$ cat src/rtl/gpsreceiver2_capture.sv
// Purpose: packs 2-bit sign/magnitude GPS samples into bytes and writes them to the receive sample buffer (one-shot or ring capture).
// Latency: a byte write is issued one cycle after the sample_en that completes it; busy/done change one cycle after start/stop.
// Backpressure: none, the buffer write port always accepts; samples outside CAPTURE are dropped.
// Option: define GPSRECEIVER2_CAPTURE_SIGNONLY_EN for 1-bit sign-only samples, eight per byte.
module gpsreceiver2_capture #(
   parameter int DEPTH_LOG2 = 11
) (
   input  logic                  gps_rec_clk,
   input  logic                  sys_rst,
   input  logic                  sample_en,
   input  logic                  gps_sign,
   input  logic                  gps_mag,
   input  logic                  start,
   input  logic                  stop,
   input  logic                  continuous,
   input  logic [DEPTH_LOG2-1:0] len_m1,
   output logic [7:0]            rxb0_dat,
   output logic [DEPTH_LOG2-1:0] rxb0_adr,
   output logic                  rxb0_we,
   output logic                  busy,
   output logic                  done,
   output logic [15:0]           wrap_cnt
);

`ifdef GPSRECEIVER2_CAPTURE_SIGNONLY_EN
   localparam int SMP_W  = 1;
   localparam int SLOT_W = 3;
`else
   localparam int SMP_W  = 2;
   localparam int SLOT_W = 2;
`endif

   typedef enum logic [1:0] {
      S_IDLE,
      S_CAPTURE,
      S_DONE
   } state_t;

   state_t                  state;
   logic [SLOT_W-1:0]       slot;
   logic [7:0]              pack;
   logic [DEPTH_LOG2-1:0]   len_q;
   logic                    cont_q;

   logic [SMP_W-1:0]        smp;
   logic [7:0]              byte_nxt;
   logic                    commit;
   logic                    last_adr;

`ifdef GPSRECEIVER2_CAPTURE_SIGNONLY_EN
   assign smp = gps_sign;
`else
   assign smp = {gps_sign, gps_mag};
`endif

   // Shift the new sample in from the top: after a full byte the oldest sample sits in the LSBs.
   always_comb begin
      byte_nxt = {smp, pack[7:SMP_W]};
   end

   assign commit   = (state == S_CAPTURE) && sample_en && (&slot);
   assign last_adr = (rxb0_adr == len_q);

   // Capture state machine with registered buffer-write and status outputs.
   always_ff @(posedge gps_rec_clk or posedge sys_rst) begin
      if (sys_rst) begin
         state    <= S_IDLE;
         slot     <= '0;
         pack     <= '0;
         len_q    <= '0;
         cont_q   <= 1'b0;
         rxb0_dat <= '0;
         rxb0_adr <= '0;
         rxb0_we  <= 1'b0;
         busy     <= 1'b0;
         done     <= 1'b0;
         wrap_cnt <= '0;
      end else begin
         rxb0_we <= 1'b0;

         // The address advances the cycle after each write; a ring wrap is counted when it rolls over.
         if (rxb0_we) begin
            rxb0_adr <= rxb0_adr + DEPTH_LOG2'(1);
            if (cont_q && (&rxb0_adr) && (wrap_cnt != 16'hFFFF))
               wrap_cnt <= wrap_cnt + 16'd1;
         end

         case (state)
            S_IDLE, S_DONE: begin
               if (start) begin
                  state    <= S_CAPTURE;
                  busy     <= 1'b1;
                  done     <= 1'b0;
                  len_q    <= len_m1;
                  cont_q   <= continuous;
                  rxb0_adr <= '0;
                  slot     <= '0;
                  wrap_cnt <= '0;
               end
            end
            S_CAPTURE: begin
               if (sample_en) begin
                  pack <= byte_nxt;
                  slot <= slot + SLOT_W'(1);
               end
               if (commit) begin
                  rxb0_we  <= 1'b1;
                  rxb0_dat <= byte_nxt;
               end
               // Stop discards any partial byte; a byte completed on the same cycle is still written.
               if (stop || (commit && !cont_q && last_adr)) begin
                  state <= S_DONE;
                  busy  <= 1'b0;
                  done  <= 1'b1;
                  slot  <= '0;
               end
            end
            default: state <= S_IDLE;
         endcase
      end
   end

endmodule

$ cat config.mk
export PLATFORM = sky130hd
export DESIGN_NAME = gpsreceiver2_capture
export DESIGN_NICKNAME = d
export VERILOG_FILES = /design/src/rtl/gpsreceiver2_capture.sv
export SDC_FILE = /design/constraint.sdc
export NUM_CORES = 1
export LEC_CHECK = 0
export CORE_MARGIN = 5
export CORE_UTILIZATION = 45
export DETAILED_ROUTE_END_ITERATION = 7
export PLACE_DENSITY_LB_ADDON = 0.1
export REMOVE_ABC_BUFFERS = 1
export SYNTH_ARGS = -nofsm -noshare
export SYNTH_HDL_FRONTEND = slang
export SYNTH_SLANG_ARGS = --single-unit
$ cat constraint.sdc
create_clock -name gps_rec_clk -period 2.4 [get_ports gps_rec_clk]
set_input_delay 0.24 -clock gps_rec_clk [delete_from_list [all_inputs] [get_ports gps_rec_clk]]
set_output_delay 0.24 -clock gps_rec_clk [all_outputs]
set_load 0.02 [all_outputs]
## Yosys cells after proc, flatten, opt, wreduce, memory -nomap -nowiden

Index checks and enable logic that the tools add are counted.

- Register bits: 62
- Input bits: 19
- Output and inout port bits: 38
- Logic and storage cells: 62

- Add/subtract/negate cells: 3
- Equality and inequality tests: 7
- Mux-type cells: 22
- Reductions and logical operators: 19

Operators by type and width:

| operator | number |
|---|---|
| $mux W16 | 4 |
| $mux W11 | 3 |
| $add A16 B1 Y16 const B | 1 |
| $ne A16 B16 Y1 const B | 1 |
| $add A11 B1 Y11 const B | 1 |
| $eq A11 B11 Y1 | 1 |
| $reduce_and A11 Y1 | 1 |
| $mux W2 | 5 |
| $reduce_and A2 Y1 | 5 |
| $pmux W2 S2 | 2 |
| $logic_and A1 B1 Y1 | 6 |
| $mux W1 | 6 |
| $reduce_and A3 Y1 | 2 |
| $pmux W1 S2 | 2 |
| $ne A3 B2 Y1 const B | 1 |
| $add A2 B1 Y2 const B | 1 |
| $eq A2 B1 Y1 const B | 1 |
| $eq A2 B2 Y1 const B | 1 |
| $logic_not A2 Y1 | 1 |
| $ne A2 B1 Y1 const B | 1 |
| $ne A2 B2 Y1 const B | 1 |
| $reduce_bool A2 Y1 | 1 |
| $reduce_or A2 Y1 | 1 |
| $logic_not A1 Y1 | 1 |
| $logic_or A1 B1 Y1 | 1 |

## Longest topological paths before layout

- Depth after elaboration: 8
- Depth in mapped cells: 7
- Gate-level depth less buffers: 6

## Worst setup path after synthesis

Ideal clock, no wire load.

- Path type: reg-to-reg
- Start point: register rxb0_adr[0]
- End point: register wrap_cnt[9]
- Setup time: 0.120 ns
- Data arrival time: 1.790 ns
- Data required time: 2.280 ns
- Path slack: 0.489 ns
- Stages on the path, launching flop included: 8
- Path buffers: 1
- Clock period less this slack: 1.911 ns
- Cell sequence: dfrtp_1 ha_1 and4_1 buf_4 and4_4 o211a_1 a31oi_1 a41o_1

- Word-level cells in the longest chain between the ends: 7

RTL lines:

| what | RTL line | RTL |
|---|---|---|
| from (decl) | 18 | `output logic [DEPTH_LOG2-1:0] rxb0_adr,` |
| from (signal assigned) | 83 | `rxb0_adr <= rxb0_adr + DEPTH_LOG2'(1);` |
| $reduce_and A11 Y1 (*) | 84 | `if (cont_q && (&rxb0_adr) && (wrap_cnt != 16'hFFFF))` |
| $logic_and A1 B1 Y1 (*) (2 in a row) | 84 |  |
| $mux W16 (*) | 84 |  |
| $mux W16 (*) | 82 | `if (rxb0_we) begin` |
| $mux W16 | 90 | `if (start) begin` |
| $mux W16 (*) | 88 | `case (state)` |
| to (signal assigned) | 85 | `wrap_cnt <= wrap_cnt + 16'd1;` |
| to (decl) | 22 | `output logic [15:0] wrap_cnt` |

Every way passes the cells marked *; elsewhere a longest branch is shown, timed or not.
A chain may end at the register's enable or synchronous reset.

## Worst setup path in the final report

- Start point: register rxb0_adr[0]
- End point: register wrap_cnt[11]

Same word-level chain as after synthesis.

==> key figures <==
Status
  – Outcome: finished clean

CTS
  – CTS-repair resized insts: 0
  – Skew-Pair Late Insertion Delay: 330 ps
  – Clock Tree Root: clkbuf_8
  – Post-CTS Hold Fix Bufs: 0
  – Num CTS Buffers: 9
  – H-tree depth: 3
  – Clock sinks: 60
  – Longest Clk Path Bufs: 2
  – TritonCTS clock tree: done
  – Clock slew at reported path FFs: 70 ps
  – Post-CTS setup buffer count: 0

STA
  – Post-route setup TNS: 0 ps
  – Final period utilization: 83.0%
  – Final hold vios: 0
  – Relative slew slack: 63.2%
  – Measured slew at the worst slew-check pin: 550 ps
  – Clk_skew: 9.95 ps
  – Final worst slack: 408 ps
  – Final setup vio count: 0
  – Achievable Freq: 502 MHz
  – Final Max Slew Viols: 0
  – RSZ-0062 raised after global routing: no
  – Final min period: 1990 ps

Layout
  – Commonest non-fill, non-tap cell in the layout: nand2_1
  – Cell Count, Final, Fillers Out: 430
  – Util after Layout: 59.1%
  – Diodes inserted: 0
  – # fillers: 568
  – Layout cell share with drive strength beyond 1: 11.3%
  – Commonest non-fill, non-tap cells in the layout: 80 x nand2_1, 60 x dfrtp_1, 56 x clkdlybuf4s50_1, 29 x nor2_1, 17 x xor2_1
  – Synthesis-to-finish area growth: 29.5%
  – Post-layout net count: 371

Power
  – Design Power: 2.46 mW
  – Power Density: 666 mW/mm2
  – Peak supply drop: 0.403 mV
  – Leakage: 1.73 nW

Route
  – DR iter-0 viols: 95
  – DRC: 0
  – DR vias/cell: 5.04
  – Post-route ant nets: 0
  – Via count: 2167
  – Final wirelength: 6120 um
  – DR WL/cell: 14.2 um
  – Router iterations before antenna repair: 4

Critical path
  – WS Path Type: reg -> reg
  – Crit path max-delay family: simple AND/OR/NAND/NOR gates
  – Bufs and invs on worst path: 0
  – CP Max Fanout: 6
  – WP data arrival: 2190 ps
  – CP max stage cell: dfrtp_1
  – Critical path depth: 6
  – CP Capture Type: register
  – CP max stage delay: 440 ps
  – Critical Path Source Type: register
  – R2R cell count: 6
  – Worst-path cell chain: ha_1 -> and4_1 -> and4_4 -> o211ai_4 -> o311ai_0 -> o41ai_1
  – Reg2Reg Setup Slack: 410 ps
  – CP required: 2600 ps

Die
  – Top Ports: 57
  – Chip height: 89.6 um
  – Initial core utilization: 45.6%
  – Row cnt: 29
  – Die area: 0.00802 mm2
  – Die X: 89.6 um
  – Core Footprint: 0.00624 mm2

Synth
  – #FFs+latches synth: 60
  – Complex-gate fraction of the synthesized area: 6.06%
  – Yosys top cell area share: 52.7%
  – Post-Syn Area: 0.00285 mm2
  – Synth top area cells: dfrtp_1 53%, nand2_1 11%, xor2_1 5.2%
  – Sequential share of the synthesized area: 52.7%
  – Post-Synth Adder-Cell Area: 1.32%
  – Count of different cell masters after synthesis: 45
  – Post-synthesis xor/xnor area fraction: 8.61%
  – Largest family of logic cells by synthesized area: simple AND/OR/NAND/NOR gates
  – Post-Syn Instances: 286
  – Mean area per synthesized cell: 9.96 um2
  – Simple-Gate Fraction of Synth Area: 24.7%
  – Cell taking the most area after synthesis: dfrtp_1
  – Yosys warning count: 0
  – Mux share of post-synthesis cell area: 4.17%

GRT
  – Number of global-route vias before repair: 2162
  – Pin count of the biggest net entering global routing: 61
  – Grt ovf: 0
  – First-pass GRT wire length: 10300 um
  – Initial antenna violation count: 0
  – Gr usage total: 16.9%

Placement
  – Hpwl dp: 4380 um
  – Port Buffers: 56
  – Placed insts: 415
  – Dpl ws: 417 ps
  – Gpl congestion: 0.823

Worst hold path
  – HP Class: in -> async

Flow run
  – Max-Cap Viols: 0
-- report_power, final --
part	internal [mW]	switching, mW	total (mW)	leakage (nW)
logic	0.192	0.202	0.394	0.850
registers	1.15	0.0950	1.24	0.797
clock network	0.422	0.397	0.818	0.0872
-- cell usage after synthesis (all sizes together) --
library cell	instances
or3	2
nor3	2
buf	4
and3	4
nand3	8
o21a	1
a2111oi	2
nand2b	5
or2	1
dfrtp	60
a31oi	1
nand2	80
inv	5
o21ai	3
a41o	2
o311ai	1
and4	4
clkbuf	5
o41ai	1
o211ai	1
mux2i	4
nor4	5
xor2	17
mux2	7
nand4	5
nor2	29
a21oi	4
a31o	1
ha	3
clkinv	1
and2	1
a22o	1
and4bb	1
o211a	1
xnor2	11
nor2b	2
a21o	1
-- worst paths after layout --
path | start | to
max in group asynchronous | sys_rst | wrap_cnt[9]
hold reg to reg | busy | busy
setup / recovery | rxb0_adr[0] | wrap_cnt[11]
min in group gps_rec_clk | len_m1[8] | len_q[8]
setup reg to reg | rxb0_adr[0] | wrap_cnt[11]
hold / removal | sys_rst | rxb0_dat[2]
-- worst min-delay path, cell delays in order --
cell	delay [ps]
clkdlybuf4s50_1	410
inv_2	70
buf_12	290
-- sequential cells by signal, summed over array words and instances (netlist names) --
name and count:
rxb0_we 1, done 1, rxb0_adr 11, len_q 11, busy 1, rxb0_dat 8
wrap_cnt 16, pack 6, state 2, slot 2, cont_q 1
-- through the flow --
stage / cell area (um2) / hold slack [ps]
6_report: 3690 / 288
5_1_grt: 3690 / 313
4_1_cts: 3690 / 291
3_5_place_dp: 3510 / 464
3_3_place_gp: 3510 / 462
2_1_floorplan: 2800 / 345
-- logic make-up (layout without fill, tap and decap cells) --
| kind of cell | Yosys count | in the layout |
|---|---|---|
| compound gates | 20 | 20 |
| mux | 11 | 11 |
| simple gates | 149 | 149 |
| xor+xnor | 28 | 28 |
| flops | 60 | 60 |
| buf+inv | 15 | 82 |
| fa+ha+maj | 3 | 3 |
-- metal layers --
layer | track usage [%] | vias up | share of wire, %
li1 | - | 1080 | -
met1 | 23.0 | 1039 | 48
met2 | 26.5 | 39 | 46
met3 | 3.10 | 9 | 4.1
met4 | 7.31 | 0 | 1.7
met5 | 0 | - | 0
-- layout make-up --
cell class              instances  area (um2)  area share, %
multi-input cells             211        1280           34.7
flip-flops and latches         60        1500           40.7
well taps                      77        96.3           2.61
repair buffers                 61         611           16.6
clock inverters                 4        25.0          0.678
inverters                       6        22.5          0.611
clock buffers                  11         151           4.10
Power figures use the tool's default switching activity.
